--- src/rtl/mrc_cmd_driver.sv ---
// mrc_cmd_driver
// Initiator for one MRC instance. Takes a command (op, a, b) from a host
// over a valid/ready handshake, walks the MRC through start, the x/y
// operand-request handshake and the load pulses, waits for ready, then
// returns Result/error on a response handshake held until acknowledged.
// Every wait state is guarded by a timeout that aborts with an error.
//
// Ports
//   clk, reset (async, active-low)
//   host side : cmd_valid/cmd_ready, cmd_op, cmd_a, cmd_b,
//               rsp_valid/rsp_ack, rsp_result, rsp_error, rsp_timeout
//   MRC side  : start, load, Data, op (outputs); ready, Result, x, y, error (inputs)
module mrc_cmd_driver #(
    parameter int WORD_LENGTH    = 16,
    parameter int START_CYCLES   = 1,
    parameter int TIMEOUT_CYCLES = 1023
) (
    input  logic                     clk,
    input  logic                     reset,
    input  logic                     cmd_valid,
    output logic                     cmd_ready,
    input  logic                     cmd_op,
    input  logic [WORD_LENGTH-1:0]   cmd_a,
    input  logic [WORD_LENGTH-1:0]   cmd_b,
    output logic                     rsp_valid,
    input  logic                     rsp_ack,
    output logic [2*WORD_LENGTH-1:0] rsp_result,
    output logic                     rsp_error,
    output logic                     rsp_timeout,
    output logic                     start,
    output logic                     load,
    output logic [WORD_LENGTH-1:0]   Data,
    output logic                     op,
    input  logic                     ready,
    input  logic [2*WORD_LENGTH-1:0] Result,
    input  logic                     x,
    input  logic                     y,
    input  logic                     error
);

    // Wait counter runs 0 .. TIMEOUT_CYCLES-1; the last value triggers the abort.
    localparam int TW = (TIMEOUT_CYCLES < 2) ? 1 : $clog2(TIMEOUT_CYCLES);
    localparam logic [TW-1:0] WAIT_LAST  = TW'(TIMEOUT_CYCLES - 1);
    localparam logic [3:0]    START_LAST = 4'(START_CYCLES - 1);

    typedef enum logic [2:0] {
        S_IDLE,
        S_START,
        S_WAIT_X,
        S_LOAD_A,
        S_WAIT_Y,
        S_LOAD_B,
        S_WAIT_RDY,
        S_RESP
    } state_t;

    state_t                 state;
    state_t                 state_nxt;
    logic [WORD_LENGTH-1:0] a_reg;
    logic [WORD_LENGTH-1:0] b_reg;
    logic [3:0]             start_cnt;
    logic [TW-1:0]          wait_cnt;
    logic                   load_arm;

    // Combinational strobes consumed by the datapath register block.
    logic accept;
    logic present_a;
    logic present_b;
    logic capture;
    logic expire;
    logic in_wait;
    logic wait_last;

    always_ff @(posedge clk or negedge reset) begin
        if (!reset) begin
            state <= S_IDLE;
        end else begin
            state <= state_nxt;
        end
    end

    always_comb begin
        state_nxt = state;
        accept    = 1'b0;
        present_a = 1'b0;
        present_b = 1'b0;
        capture   = 1'b0;
        expire    = 1'b0;
        cmd_ready = 1'b0;
        start     = 1'b0;
        load      = 1'b0;
        rsp_valid = 1'b0;
        in_wait   = 1'b0;
        wait_last = (wait_cnt == WAIT_LAST);

        case (state)
            S_IDLE: begin
                cmd_ready = 1'b1;
                if (cmd_valid) begin
                    accept    = 1'b1;
                    state_nxt = S_START;
                end
            end
            S_START: begin
                start = 1'b1;
                if (start_cnt == START_LAST) begin
                    // Present A as soon as start drops so it is settled well
                    // before the load pulse.
                    present_a = 1'b1;
                    state_nxt = S_WAIT_X;
                end
            end
            S_WAIT_X: begin
                in_wait = 1'b1;
                if (x) begin
                    present_a = 1'b1;
                    state_nxt = S_LOAD_A;
                end else if (wait_last) begin
                    expire    = 1'b1;
                    state_nxt = S_RESP;
                end
            end
            S_LOAD_A: begin
                load      = 1'b1;
                state_nxt = S_WAIT_Y;
            end
            S_WAIT_Y: begin
                in_wait = 1'b1;
                // y has priority: a two-operand op must always receive B.
                if (y) begin
                    present_b = 1'b1;
                    state_nxt = S_LOAD_B;
                end else if (ready) begin
                    capture   = 1'b1;
                    state_nxt = S_RESP;
                end else if (wait_last) begin
                    expire    = 1'b1;
                    state_nxt = S_RESP;
                end
            end
            S_LOAD_B: begin
                // First cycle only settles Data=B; the pulse follows on the second.
                load = load_arm;
                if (load_arm) begin
                    state_nxt = S_WAIT_RDY;
                end
            end
            S_WAIT_RDY: begin
                in_wait = 1'b1;
                if (ready) begin
                    capture   = 1'b1;
                    state_nxt = S_RESP;
                end else if (wait_last) begin
                    expire    = 1'b1;
                    state_nxt = S_RESP;
                end
            end
            S_RESP: begin
                rsp_valid = 1'b1;
                if (rsp_ack) begin
                    state_nxt = S_IDLE;
                end
            end
            default: begin
                state_nxt = S_IDLE;
            end
        endcase
    end

    always_ff @(posedge clk or negedge reset) begin
        if (!reset) begin
            a_reg       <= '0;
            b_reg       <= '0;
            op          <= 1'b0;
            Data        <= '0;
            start_cnt   <= '0;
            wait_cnt    <= '0;
            load_arm    <= 1'b0;
            rsp_result  <= '0;
            rsp_error   <= 1'b0;
            rsp_timeout <= 1'b0;
        end else begin
            if (accept) begin
                a_reg       <= cmd_a;
                b_reg       <= cmd_b;
                op          <= cmd_op;
                rsp_error   <= 1'b0;
                rsp_timeout <= 1'b0;
            end

            start_cnt <= (state == S_START) ? start_cnt + 4'd1 : 4'd0;

            // Any transition out of (or into) a wait state restarts the count.
            if (in_wait && (state_nxt == state)) begin
                wait_cnt <= wait_cnt + 1'b1;
            end else begin
                wait_cnt <= '0;
            end

            load_arm <= (state == S_LOAD_B);

            if (present_a) begin
                Data <= a_reg;
            end else if (present_b) begin
                Data <= b_reg;
            end

            if (capture) begin
                rsp_result <= Result;
                rsp_error  <= error;
            end else if (expire) begin
                rsp_result  <= '0;
                rsp_error   <= 1'b1;
                rsp_timeout <= 1'b1;
            end
        end
    end

endmodule

--- config.mk ---
export PLATFORM = sky130hd
export DESIGN_NAME = mrc_cmd_driver
export DESIGN_NICKNAME = d
export VERILOG_FILES = /design/src/rtl/mrc_cmd_driver.sv
export SDC_FILE = /design/constraint.sdc
export NUM_CORES = 1
export LEC_CHECK = 0
export BUFFER_PORTS_ARGS = -buffer_cell sky130_fd_sc_hd__buf_2
export CAP_MARGIN = 20
export CORE_MARGIN = 2
export CORE_UTILIZATION = 56
export DETAILED_ROUTE_END_ITERATION = 8
export HOLD_SLACK_MARGIN = 0.05
export PLACE_DENSITY = 0.85
export SLEW_MARGIN = 10
export SYNTH_ARGS = -nofsm -noshare
export SYNTH_HDL_FRONTEND = slang
export SYNTH_SLANG_ARGS = --single-unit
--- constraint.sdc ---
create_clock -name clk -period 3.35 [get_ports clk]
set_input_delay 0.67 -clock clk [delete_from_list [all_inputs] [get_ports clk]]
set_output_delay 0.67 -clock clk [all_outputs]
set_load 0.03 [all_outputs]
Word-level counts from Yosys, hierarchy flattened --
Cells that the tools add are included.
Cells by class: add/subtract/negate cells 2, eq/ne operators 9, multiplexer cells 41, reductions and logical operators 7
Operators with widths (count):
- two-way mux 32 bit | 2
- two-way mux 16 bit | 2
- two-way mux 3 bit | 8
- one-hot mux 3 bit (8 select lines) | 1
- two-way mux 1 bit | 22
- == test 3 bit, second input constant | 4
- adder 10 x 1 -> 10 bit, second input constant | 1
- == test 10 bit, second input constant | 1
- two-way mux 10 bit | 1
- == test 3 x 2 -> 1 bit, second input constant | 2
- one-hot mux 1 bit (2 select lines) | 3
- adder 4 x 1 -> 4 bit, second input constant | 1
- logical NOT 4 bit | 1
- two-way mux 4 bit | 1
- nonzero test 2 bit | 2
- == test 3 x 1 -> 1 bit, second input constant | 1
- == test 3 bit | 1
- logical NOT 3 bit | 1
- one-hot mux 1 bit (3 select lines) | 1
- nonzero test 3 bit | 1
- OR reduction 3 bit | 1
- logical AND 1 bit | 1
Word-level totals: register bits after elaboration 101, bits of input ports 73

Depth between registers and ports, before layout --
word-level depth 8, gate-level depth with buffers 8, gate-level depth less buffers 6

Worst setup path after synthesis --
OpenSTA, ideal clock, no wires.
kind register to output, start point register state[0], end point output port load, arrival 1.551 ns, data required time 2.680 ns, setup slack 1.129 ns, stages on the path, launching flop included 4, buffers on the path 2, cell sequence dfrtp_1 buf_4 clkbuf_1 a21boi_0
On the way: cells in the longest elaborated chain, start to end 2, elaborated cells on any way between the ends 3, those cells by class 2 x eq/ne; 1 x mux
RTL lines:
- start, declared | line 57 | state_t state;
- start signal, assigned | line 78 | state <= state_nxt;
- == test 3 bit or == test 3 x 2 -> 1 bit (tied branches) | line 96 | case (state)
- one-hot mux 1 bit (2 select lines) * | line 96
- end, declared | line 31 | output logic load,
Every way passes the cells marked *; elsewhere a longest branch is shown, timed or not.

Worst setup path after layout --
start point register state[0], end point output port rsp_valid
On the way: cells in the longest elaborated chain, start to end 2
RTL lines:
- == test 3 bit | line 96
- two-way mux 1 bit | line 96
- end, declared | line 25 | output logic rsp_valid,
No other way between the ends.

==> summary.txt <==
Synth
  • EDFF count, synth: 0
  • Most frequent cell after synthesis: dfrtp_1
  • Syn. warnings: 0
  • Top post-synthesis cells by area: dfrtp_1, mux2_2, o31ai_1, a221o_1, inv_1
  • FF+latch count, synth: 101
  • Yosys top cell area share: 56.9%
  • Asr flop ratio synth: 100%
  • Largest area contributor in the netlist: dfrtp_1
  • Distinct cells, synth: 46
  • Cells after synthesis: 383
  • Commonest cells in the netlist: dfrtp_1, inv_1, nand2_1, mux2_2, o31ai_1
  • Syn_nets: 460
  • Cell Area, Synth: 0.00444 mm²
  • Syn_area_per_cell: 11.6 µm²
  • Primary FF master, synth: dfrtp_1
  • Seq/Total Area, Yosys: 56.9%

Placed design
  • GP Congestion: 0.831
  • HPWL after DPL: 6730 µm
  • Port bufs: 127
  • Placement Setup Slack: 953 ps

Routing
  • Remaining DRCs: 0
  • Detailed-router iteration count before antenna repair: 4
  • ANT nets after route: 0
  • Total Wirelength: 9390 µm
  • Post-DR vias/cell: 5.43
  • Vias: 3318
  • Routed wire length per instance: 15.4 µm
  • DRT iter0 DRCs: 178

Critical path
  • Kind of critical path: reg -> out
  • CP required: 2680 ps
  • Worst r2r src: state[0]
  • Buf+Inv Stages, Crit Path: 2
  • CP max stage delay: 900 ps
  • Slowest stage cell on the critical path: dfrtp_1
  • CP Launch Type: flop
  • Max Fanout on Critical Path: 21
  • CP startpoint: state[0]
  • Worst EP arrival: 1820 ps
  • CP cell instances: nand3_1 -> inv_1 -> buf_2
  • Cell family with most CP delay: flip-flops
  • Crit path capture type: output port

Timing
  • Rel. slew slack: 44.0%
  • Slew @ Worst Pin: 840 ps
  • Skew final: 13.8 ps
  • Final Hold Vio Count: 0
  • Total Negative Setup Slacks: 0 ps
  • Pins Over Slew Limit: 0
  • RSZ-0062 raised after global routing: no
  • Final Setup Violations: 0
  • Fmax: 402 MHz
  • Minimum clock period: 2490 ps
  • Final setup margin: 864 ps
  • Tcrit/Tclk final: 74.2%

Pwr
  • Leak Pwr: 2.63 nW
  • Max VDD drop: 0.447 mV
  • Comb power frac: 42.9%
  • Sw Share: 42.4%
  • Int Power: 2.82 mW
  • Pwr/cell area: 918 mW/mm²
  • Sw Pwr: 2.08 mW
  • Sequential Power Share: 42.7%
  • Clock share of power: 14.4%

Clock tree
  • Max clock buf depth: 2
  • # clock sinks: 101
  • Total CTS buffers: 9
  • Reg clk slew, reported paths: 100 ps
  • CTS tree: done
  • Post-CTS setup buffers: 0
  • Root buffer cell: clkbuf_8
  • Post-CTS Hold Buffers: 0
  • Post-CTS Resized: 0
  • H-tree lvl count: 3
  • Worst-Skew Late Latency: 360 ps

Floorplanning
  • CORE AREA: 0.00773 mm²
  • Initial Utilization: 57.5%
  • Die extent in x: 93.1 µm
  • Die ar.: 0.00866 mm²
  • # rows: 32
  • # IOs: 128
  • Die Ht: 93.1 µm

Finish
  • Multi-input logic area: 0.00166 mm²
  • Nets: 581
  • Reg with most FFs: rsp_result
  • Ant. Diodes: 0
  • Fraction of layout cells with a size suffix above 1: 37.3%
  • Flip-flop and latch area: 0.00253 mm²
  • Filler cell count: 572
  • P&R area growth vs syn: 20.2%
  • Max reg flops: 32

Global route
  • Largest net degree at the start of global routing: 67
  • Grt ovf: 0
  • Vias in the first global route: 3246
  • Initial antenna violation count: 0
  • Total track usage: 22.4%
  • First-pass GRT wire length: 15300 µm

Worst hold path
  • Min-Delay Path Class: in -> async

Flow run
  • Max Cap Viol: 0

Run status
  • Status: completed
## cell type report
class / count / area share (%)
clock inverter: 7 / 1.12
clock buffer: 9 / 2.32
inverter: 42 / 2.95
sequential: 101 / 47.3
timing repair buffer: 132 / 12.9
multi-input combinational: 218 / 31.0
tap: 102 / 2.39
## routing by layer
| metal | up-vias | share of wire (%) | track usage, % |
|---|---|---|---|
| met5 | - | 0 | 0 |
| met4 | 0 | 0.95 | 8.09 |
| met3 | 7 | 5.4 | 3.87 |
| met2 | 96 | 51 | 37.6 |
| met1 | 1638 | 43 | 29.5 |
| li1 | 1577 | - | - |
## power by group through the flow
stage / logic, mW / registers, mW / clock network (mW)
final: 2.10 / 2.09 / 0.706
after global routing: 2.27 / 2.16 / 0.785
after CTS: 2.12 / 2.09 / 0.725
after detailed placement: 2.12 / 2.11 / 0
after global placement: 2.04 / 2.08 / 0
after floorplan: 1.06 / 2.55 / 0
## final timing paths
kind	endpoint	slack (ps)	cells after the start
hold / removal	rsp_result[29]	280	1
min in group clk	start_cnt[0]	500	1
max in group asynchronous	start_cnt[0]	2370	2
setup / recovery	rsp_valid	860	3
hold reg to reg	start_cnt[0]	500	1
setup reg to reg	Data[8]	1110	4
## cells by family after synthesis
| logic type | Yosys count | share of synthesized area, % |
|---|---|---|
| flops | 101 | 56.9 |
| mux | 34 | 8.59 |
| buf+inv | 64 | 6.17 |
| fa+ha+maj | 4 | 1.13 |
| simple gates | 106 | 13.2 |
| compound gates | 64 | 12.1 |
| xor+xnor | 10 | 1.97 |
## cells in the final DEF, fill, tap and decap left out, drive strengths merged, types with 3 or more instances in the layout
cell | synthesis | layout
o31a | 4 | 4
nand2 | 38 | 38
clkinv | 0 | 6
nor2b | 3 | 3
nor2 | 8 | 8
clkbuf | 5 | 9
xor2 | 3 | 3
a221o | 16 | 16
mux2 | 33 | 33
buf | 17 | 132
and2 | 17 | 17
nand4 | 3 | 3
o31ai | 32 | 32
dfrtp | 101 | 101
inv | 42 | 43
nand3 | 7 | 7
xnor2 | 7 | 7
nor3 | 15 | 15
ha | 4 | 4
## metrics by stage
step	utilization, %	instance area [µm²]	hold WS (ps)	std cells	power [mW]
after floorplan	-	4440	374	383	3.61
after global placement	66.8	5160	458	595	4.13
after detailed placement	66.8	5160	489	595	4.23
after CTS	69.1	5340	292	611	4.94
after global routing	69.1	5340	317	611	5.22
final	69.1	5340	283	611	4.90
(Power assumes the default switching activity.)
